===== src/rtl/pbi_pkg.sv =====
// Shared constants, FSM state type and select-value helper for the PBI device-select controller.
package pbi_pkg;

   localparam logic [15:0] ADDR_SEL     = 16'hD1FF;
   localparam logic [15:0] ADDR_EXT_LO  = 16'hD100;
   localparam logic [15:0] ADDR_EXT_HI  = 16'hD1FE;
   localparam logic [15:0] ADDR_MATH_LO = 16'hD800;
   localparam logic [15:0] ADDR_MATH_HI = 16'hDFFF;

   typedef enum logic [1:0] {
      ST_IDLE   = 2'd0,
      ST_ACTIVE = 2'd1,
      ST_COMMIT = 2'd2
   } state_e;

   // Isolates the lowest set bit so that only one device is ever enabled.
   function automatic logic [7:0] lowest_set(input logic [7:0] v);
      return v & (~v + 8'd1);
   endfunction

endpackage


===== src/rtl/pbi_sync.sv =====
// Two-flop synchronizer for asynchronous inputs, per-bit reset value selectable.
module pbi_sync #(
   parameter int           W       = 1,
   parameter logic [W-1:0] RST_VAL = '0
) (
   input  logic         clk_i,
   input  logic         rst_n_i,
   input  logic [W-1:0] d_i,
   output logic [W-1:0] q_o
);

   logic [W-1:0] meta_q;
   logic [W-1:0] sync_q;

   for (genvar gi = 0; gi < W; gi++) begin : g_bit
      always_ff @(posedge clk_i) begin
         if (!rst_n_i) begin
            meta_q[gi] <= RST_VAL[gi];
            sync_q[gi] <= RST_VAL[gi];
         end else begin
            meta_q[gi] <= d_i[gi];
            sync_q[gi] <= meta_q[gi];
         end
      end
   end

   assign q_o = sync_q;

endmodule


===== src/rtl/pbi_select_ctrl.sv =====
// PBI device-select controller: tracks host Phi2 cycles, latches writes to $D1FF into a
// one-hot device enable, and drives the status read-back, math-pack/ext-select and IRQ lines.
module pbi_select_ctrl
   import pbi_pkg::*;
(
   input  logic        clk_i,
   input  logic        rst_n_i,
   input  logic        phi2_i,
   input  logic        rw_i,
   input  logic [15:0] addr_i,
   input  logic [7:0]  data_in_i,
   output logic [7:0]  data_out_o,
   output logic        data_oe_o,
   input  logic [7:0]  dev_irq_n_i,
   output logic [7:0]  dev_en_o,
   output logic        mpd_n_o,
   output logic        extsel_n_o,
   output logic        irq_n_o
);

   logic       phi2_s;
   logic [7:0] irq_n_s;

   pbi_sync #(.W(1), .RST_VAL(1'b0)) u_sync_phi2 (
      .clk_i   (clk_i),
      .rst_n_i (rst_n_i),
      .d_i     (phi2_i),
      .q_o     (phi2_s)
   );

   pbi_sync #(.W(8), .RST_VAL(8'hFF)) u_sync_irq (
      .clk_i   (clk_i),
      .rst_n_i (rst_n_i),
      .d_i     (dev_irq_n_i),
      .q_o     (irq_n_s)
   );

   state_e     state_q;
   logic [7:0] dev_en_q;
   logic [7:0] pend_val_q;
   logic       pend_flag_q;
   logic       phi2_dly_q;
   logic       rise_q;
   logic       fall_q;
   logic       rise_hold_q;

   logic sel_hit;
   logic ext_hit;
   logic active;

   assign sel_hit = (addr_i == ADDR_SEL);
   assign ext_hit = ((addr_i >= ADDR_MATH_LO) && (addr_i <= ADDR_MATH_HI)) ||
                    ((addr_i >= ADDR_EXT_LO)  && (addr_i <= ADDR_EXT_HI));
   assign active  = (state_q == ST_ACTIVE);

   always_ff @(posedge clk_i) begin
      if (!rst_n_i) begin
         state_q     <= ST_IDLE;
         dev_en_q    <= 8'h00;
         pend_val_q  <= 8'h00;
         pend_flag_q <= 1'b0;
         phi2_dly_q  <= 1'b0;
         rise_q      <= 1'b0;
         fall_q      <= 1'b0;
         rise_hold_q <= 1'b0;
      end else begin
         phi2_dly_q <= phi2_s;
         rise_q     <= phi2_s & ~phi2_dly_q;
         fall_q     <= ~phi2_s & phi2_dly_q;
         case (state_q)
            ST_IDLE: begin
               // A stray fall here is simply not looked at.
               if (rise_q || rise_hold_q) state_q <= ST_ACTIVE;
               rise_hold_q <= 1'b0;
            end
            ST_ACTIVE: begin
               if (sel_hit && !rw_i) begin
                  pend_val_q  <= data_in_i;
                  pend_flag_q <= 1'b1;
               end
               if (fall_q) state_q <= ST_COMMIT;
            end
            ST_COMMIT: begin
               if (pend_flag_q) dev_en_q <= lowest_set(pend_val_q);
               pend_flag_q <= 1'b0;
               // Remember a back-to-back rise so the next cycle is not lost.
               if (rise_q) rise_hold_q <= 1'b1;
               state_q <= ST_IDLE;
            end
            default: state_q <= ST_IDLE;
         endcase
      end
   end

   assign data_oe_o  = active && rw_i && sel_hit;
   assign data_out_o = data_oe_o ? (~irq_n_s & dev_en_q) : 8'h00;
   assign dev_en_o   = dev_en_q;
   assign mpd_n_o    = ~(|dev_en_q);
   assign extsel_n_o = ~(active && (|dev_en_q) && ext_hit);
   assign irq_n_o    = &irq_n_s;

endmodule

===== config.mk =====
export PLATFORM = sky130hd
export DESIGN_NAME = pbi_select_ctrl
export DESIGN_NICKNAME = d
export VERILOG_FILES = /design/src/rtl/pbi_pkg.sv /design/src/rtl/pbi_sync.sv /design/src/rtl/pbi_select_ctrl.sv
export SDC_FILE = /design/constraint.sdc
export NUM_CORES = 1
export LEC_CHECK = 0
export CORE_UTILIZATION = 35
export DETAILED_ROUTE_END_ITERATION = 6
export PLACE_DENSITY_LB_ADDON = 0.15
export SLEW_MARGIN = 10
export SYNTH_ARGS = -nofsm -noshare
export SYNTH_HDL_FRONTEND = slang
export SYNTH_SLANG_ARGS = --single-unit

===== constraint.sdc =====
create_clock -name clk_i -period 3.2 [get_ports clk_i]
set_clock_uncertainty 0.15 [all_clocks]
set_input_delay 0.96 -clock clk_i [delete_from_list [all_inputs] [get_ports clk_i]]
set_output_delay 0.96 -clock clk_i [all_outputs]
set_load 0.03 [all_outputs]

# [Yosys cells after proc, flatten, opt, wreduce, memory -nomap -nowiden]
# Cells that the tools add are included.
[word_totals] regBits=41 latchBits=0 ram_bits=0 rom_bits=0 word_cells=76 mem_count=0
[classes] addsub=1 n_mul=0 div_mod_pow=0 order_cmp=4 eq_ne=7 shifts=0 muxes=8 bitwise=10 n_reduce_logical=20
[op_table] cell="$ge 16x16->1 const B" count=2
[op_table] cell="$le 16x16->1 const B" count=2
[op_table] cell="$and 8x8->8" count=2
[op_table] cell="$eq 16x16->1 const B" count=1
[op_table] cell="$not 8->8" count=2
[op_table] cell="$reduce_and 2->1" count=5
[op_table] cell="$add 8x1->8 const B" count=1
[op_table] cell="$mux 8" count=1
[op_table] cell="$reduce_and 8->1" count=1
[op_table] cell="$reduce_or 8->1" count=1
[op_table] cell="$logic_and 1x1->1" count=7
[op_table] cell="$ne 2x2->1 const B" count=3
[op_table] cell="$mux 2" count=2
[op_table] cell="$not 1->1" count=4
[op_table] cell="$pmux 1 s2" count=2
[op_table] cell="$pmux 2 s2" count=1
[op_table] cell="$reduce_bool 2->1" count=2
[op_table] cell="$and 1x1->1" count=2
[op_table] cell="$eq 2x1->1 const B" count=1
[op_table] cell="$eq 2x2->1 const B" count=1
[op_table] cell="$logic_not 2->1" count=1
[op_table] cell="$logic_or 1x1->1" count=2
[op_table] cell="$mux 1" count=2
[op_table] cell="$ne 2x1->1 const B" count=1
[op_table] cell="$logic_not 1->1" count=1

# [Logic depth before layout (Yosys ltp)]
[depth] word_depth=5 ltp_mapped=5 mapped_depth_nobuf=4

# [Modules after synthesis]
# A second synthesis with hierarchy kept.
[unflattened] cells_unflattened=159 hier_area_um2=1570.3
[modules_own_cells] mod="pbi_select_ctrl" n_inst=1 cells_per_inst=122 area_each_um2=1086.0 seq_area_each_um2=460.4
[modules_own_cells] mod="pbi_sync at u_sync_irq" n_inst=1 cells_per_inst=33 area_each_um2=431.7 seq_area_each_um2=320.3
[modules_own_cells] mod="pbi_sync at u_sync_phi2" n_inst=1 cells_per_inst=4 area_each_um2=52.6 seq_area_each_um2=40.0

# [Worst setup path after synthesis]
# OpenSTA, ideal clock, no wires.
[synth_path] path_kind="in2out" start="input port addr_i[13]" end="output port data_out_o[0]" arrival_ns=2.443 required_time_ns=2.090 setup_slack_ns=-0.353 path_stages=4 path_cell_list="nand4b_1 nor2_2 nand4_2 nor3b_1"
[synth_between] elab_chain_len=3
[synth_rtl] element="start, declared" line="pbi_select_ctrl.sv:10" source="input logic [15:0] addr_i,"
[synth_rtl] element="$eq 16x16->1" line="pbi_select_ctrl.sv:51" source="assign sel_hit = (addr_i == ADDR_SEL);"
[synth_rtl] element="$logic_and 1x1->1" line="pbi_select_ctrl.sv:95" source="assign data_oe_o = active && rw_i && sel_hit;"
[synth_rtl] element="$mux 8" line="pbi_select_ctrl.sv:96" source="assign data_out_o = data_oe_o ? (~irq_n_s & dev_en_q) : 8'h00;"
[synth_rtl] element="end, declared" line="pbi_select_ctrl.sv:12" source="output logic [7:0] data_out_o,"
# No other way between the ends.

# [Final worst setup path]
[layout_path] start="input port addr_i[13]" end="output port data_out_o[7]"
# Same word-level chain as after synthesis.

==> results by group <==
STA
  – Final Cycle Share: 102%
  – Max-slew violation count: 0
  – Fin. Hold Viols: 0
  – Worst max-slew margin expressed relative to the limit: 60.0%
  – Final count of negative-setup-slack endpoints: 8
  – Transition time at the pin with the least slew margin: 0.599 ns
  – Final worst setup slack: -0.0759 ns
  – Final critical-path required period: 3.28 ns
  – Maximum frequency from static timing analysis: 305 MHz
  – Unrepaired setup endpoints after global routing: yes

Setup path
  – Required time worst endpoint: 2.09 ns
  – Max stage delay cell, worst path: sky130_fd_sc_hd__nand4b_1
  – Cell type with the highest occurrence count on the critical path: sky130_fd_sc_hd__buf_6
  – Crit path launch type: input port
  – Startpoint of the worst setup timing path: addr_i[13]
  – Delay-heaviest family, CP: simple AND/OR/NAND/NOR gates
  – Bufs and invs on worst path: 3
  – Endpoint class of the critical path: output pin
  – Crit path largest cell delay: between 0.2 and 0.25 ns
  – Logic depth of the worst path, buffers included: 7
  – Critical-path maximum fanout: 4
  – Worst Path Arrival: 2.17 ns
  – Series of cell instances along the critical path: buf_6, nand4b_1, nor2_4, nand4_4, clkbuf_16, nor3b_4, buf_6
  – Reg2reg start: state_q[0]$_SDFFE_PN0P_
  – Cells on worst reg2reg path: 4
  – Critical Setup Path Class: input port to output pin

Logic synthesis
  – Syn avg cell area: between 9 and 10 um2
  – Syn Nets: between 150 and 200
  – Proportion of netlist area held by the largest area contributor: a little over half
  – Cell count after synthesis: 160
  – Dominant cell type by area after synthesis: sky130_fd_sc_hd__dfxtp_1
  – Synth unique cells: 34
  – Sequential area share after synthesis: between 50% and 60%
  – Synth area leaders: sky130_fd_sc_hd__dfxtp_1 52%, sky130_fd_sc_hd__nand2b_1 6.8%, sky130_fd_sc_hd__nand4b_1 5.0%
  – #FFs+latches synth: 41
  – Post-Synthesis Cell Area: 1570 um2
  – Synthesis Warnings: 0

Clocking
  – Number of buffers on the longest clock path: 2
  – Count of clock tree sinks: 41
  – H-Tree Level Count: 2
  – Clock latency at the later pin of the worst-skew pair: between 0.2 and 0.3 ns
  – Total of hold buffers inserted after clock tree synthesis: 0
  – CTS tree: built
  – Clock root buffer master: sky130_fd_sc_hd__clkbuf_8
  – Number of CTS-inserted buffers: 5
  – Clock slew at the register clock pins of the worst setup and hold paths: 0.08 ns

Pwr
  – Part of the total power dissipated in the clock network: 40.8%
  – Power per Cell Area: ~390 nW/um2
  – Switching power of the nets: 215 uW
  – Static power due to leakage: 1.18 nW
  – Worst-case vdd ir drop: 0.290 mV
  – Pint: 834 uW
  – Part of the total power dissipated in sequential elements: 50.4%
  – Switching share of total power: 20.5%
  – Fraction of power consumed by combinational cells: 8.8%

Floorplan
  – Die H: 68.9 um
  – Die Area: 4750 um2
  – Initial core utilization: 37.8%
  – Number of standard-cell rows in the floorplan: 23
  – X dimension of the die: 68.9 um
  – Floorplan core area: 4140 um2
  – Number of I/O pins: 56

Place
  – Post-Place Cells: 270
  – Final weighted congestion in routability-driven placement: roughly 0.74
  – Number of buffers inserted by port buffering: 55
  – Dpl hpwl: 3020 um

GRT
  – Global-route wire length before repair: 7300 um
  – Overall global routing resource usage: between 20 and 25%
  – Pin count of the biggest net entering global routing: 23
  – Remaining Overflow, GRT: 0
  – Number of global-route vias before repair: 1595
  – Antenna violations before repair: 0

Route
  – Number of vias per cell: 5.10
  – Vias after detailed routing: 1555
  – Number of detailed-route iterations in the first pass: 4
  – Count of routing violations after the opening detailed-route iteration: 75
  – Remaining number of nets flagged by the antenna check after routing: 0
  – Number of DRC violations after detailed routing: 0
  – Final WL: 4720 um
  – Routed WL per cell: 15.5 um

Job
  – Max-cap viol count: 0

Min path
  – Min-Delay Path Class: flop to flop
  – Worst hold path startpoint: u_sync_irq.meta_q[2]$_SDFF_PN1_
  – Number of instances on the worst hold path: 1

Run status
  – Result of the run: finished with violations
  – Violations in the final reports: negative setup slack

Final layout
  – Net total in the final layout: 290
  – Final core occ: 64.9%
  – Filler cell count in the final layout: around 360
  – Synthesis-to-layout area growth: 71.8%
  – Fraction of layout instances using a drive strength above 1: a little over a third
  – Number of cells in the finished layout apart from fillers: roughly 310
  – Diodes inserted: 0
-- layout by cell type (no fill, tap or decap), types with 2 or more instances in the layout --
cell / instances
sky130_fd_sc_hd__a21oi_1: 11
sky130_fd_sc_hd__a22oi_1: 3
sky130_fd_sc_hd__and2_1: 4
sky130_fd_sc_hd__buf_2: 4
sky130_fd_sc_hd__buf_4: 35
sky130_fd_sc_hd__buf_6: 13
sky130_fd_sc_hd__clkbuf_2: 7
sky130_fd_sc_hd__clkbuf_8: 6
sky130_fd_sc_hd__clkdlybuf4s50_1: 27
sky130_fd_sc_hd__dfxtp_1: 41
sky130_fd_sc_hd__inv_1: 5
sky130_fd_sc_hd__nand2_1: 3
sky130_fd_sc_hd__nand2b_1: 17
sky130_fd_sc_hd__nand4_1: 4
sky130_fd_sc_hd__nand4b_1: 9
sky130_fd_sc_hd__nor2_1: 15
sky130_fd_sc_hd__nor3_1: 2
sky130_fd_sc_hd__nor3b_4: 8
sky130_fd_sc_hd__o21ai_1: 4
sky130_fd_sc_hd__o21ai_2: 5
sky130_fd_sc_hd__or4_1: 3
sky130_fd_sc_hd__or4_4: 2
-- final timing paths --
path                                                endpoint  slack (ns)
worst max-delay path                           data_out_o[7]       -0.08
worst min register to register  u_sync_irq.q_o[2]$_SDFF_PN1_        0.26
worst min-delay path            u_sync_irq.q_o[2]$_SDFF_PN1_        0.26
worst max register to register      dev_en_o[7]$_SDFFE_PN0P_        1.44
-- metrics by stage --
| step | setup TNS [ns] | setup slack (ns) | hold slack [ns] | power, mW | cell area [um2] |
|---|---|---|---|---|---|
| 5_1_grt | -0.847 | -0.126 | 0.284 | 1.09 | 2690 |
| 6_report | -0.394 | -0.0759 | 0.261 | 1.05 | 2690 |
| 3_3_place_gp | -3.28 | -0.363 | 0.242 | 0.621 | 2330 |
| 4_1_cts | -1.11 | -0.113 | 0.261 | 1.05 | 2700 |
| 2_1_floorplan | -0.219 | -0.0360 | 0.232 | 0.565 | 1680 |
| 3_5_place_dp | -3.60 | -0.406 | 0.242 | 0.624 | 2330 |
-- synth_stat cells, drive strengths merged --
library cell	n
a211oi	1
a21oi	12
a22oi	3
a32oi	1
and2	4
buf	1
clkbuf	4
clkinv	1
dfxtp	41
inv	5
mux2i	1
nand2	3
nand2b	18
nand3b	1
nand4	5
nand4b	9
nor2	16
nor2b	1
nor3	3
nor3b	9
nor4	2
nor4b	2
o21ai	10
o221ai	1
o31ai	1
or4	4
or4b	1
-- what timing repair did --
action / in CTS / in global routing
setup buffers: 30 / 3
gates cloned: 1 / 1
gates resized for setup: 48 / 30
setup endpoints to repair: 10 / 20
pin swaps: 16 / 13
-- kinds of logic after synthesis --
| group | synth area share (%) |
|---|---|
| simple gates | 33.3 |
| flops | 52.4 |
| compound gates | 10.5 |
| buf+inv | 3.11 |
| mux | 0.639 |
-- cell type report --
| cell class | count | area, um2 | area share [%] |
|---|---|---|---|
| Sequential cell | 41 | 821 | 30.5 |
| Inverter | 6 | 22.5 | 0.837 |
| Clock buffer | 6 | 82.6 | 3.07 |
| Timing Repair Buffer | 91 | 816 | 30.3 |
| Clock inverter | 2 | 37.5 | 1.39 |
| Multi-Input combinational cell | 109 | 850 | 31.6 |
| Tap cell | 50 | 62.6 | 2.32 |
-- metal layers --
metal / global-route usage (%) / up-vias / share of wire (%)
met4: 10.5 / 0 / 3.2
met2: 39.2 / 44 / 54
met3: 4.44 / 15 / 4.2
li1: - / 770 / -
met1: 23.6 / 726 / 38
met5: 0 / - / 0
-- flip-flops by register name (all words and copies together) (netlist names) --
signal / flops
dev_en_o: 8
fall_q: 1
pend_flag_q: 1
pend_val_q: 8
phi2_dly_q: 1
rise_hold_q: 1
rise_q: 1
state_q: 2
u_sync_irq.meta_q: 8
u_sync_irq.q_o: 8
u_sync_phi2.meta_q: 1
u_sync_phi2.q_o: 1
-- power groups by stage --
stage	combinational [mW]	sequential [mW]	clock, mW
2_1_floorplan	0.0264	0.539	0
3_3_place_gp	0.0809	0.540	0
3_5_place_dp	0.0830	0.541	0
4_1_cts	0.0900	0.529	0.434
5_1_grt	0.0994	0.530	0.456
6_report	0.0924	0.529	0.428
(Power assumes the default switching activity.)
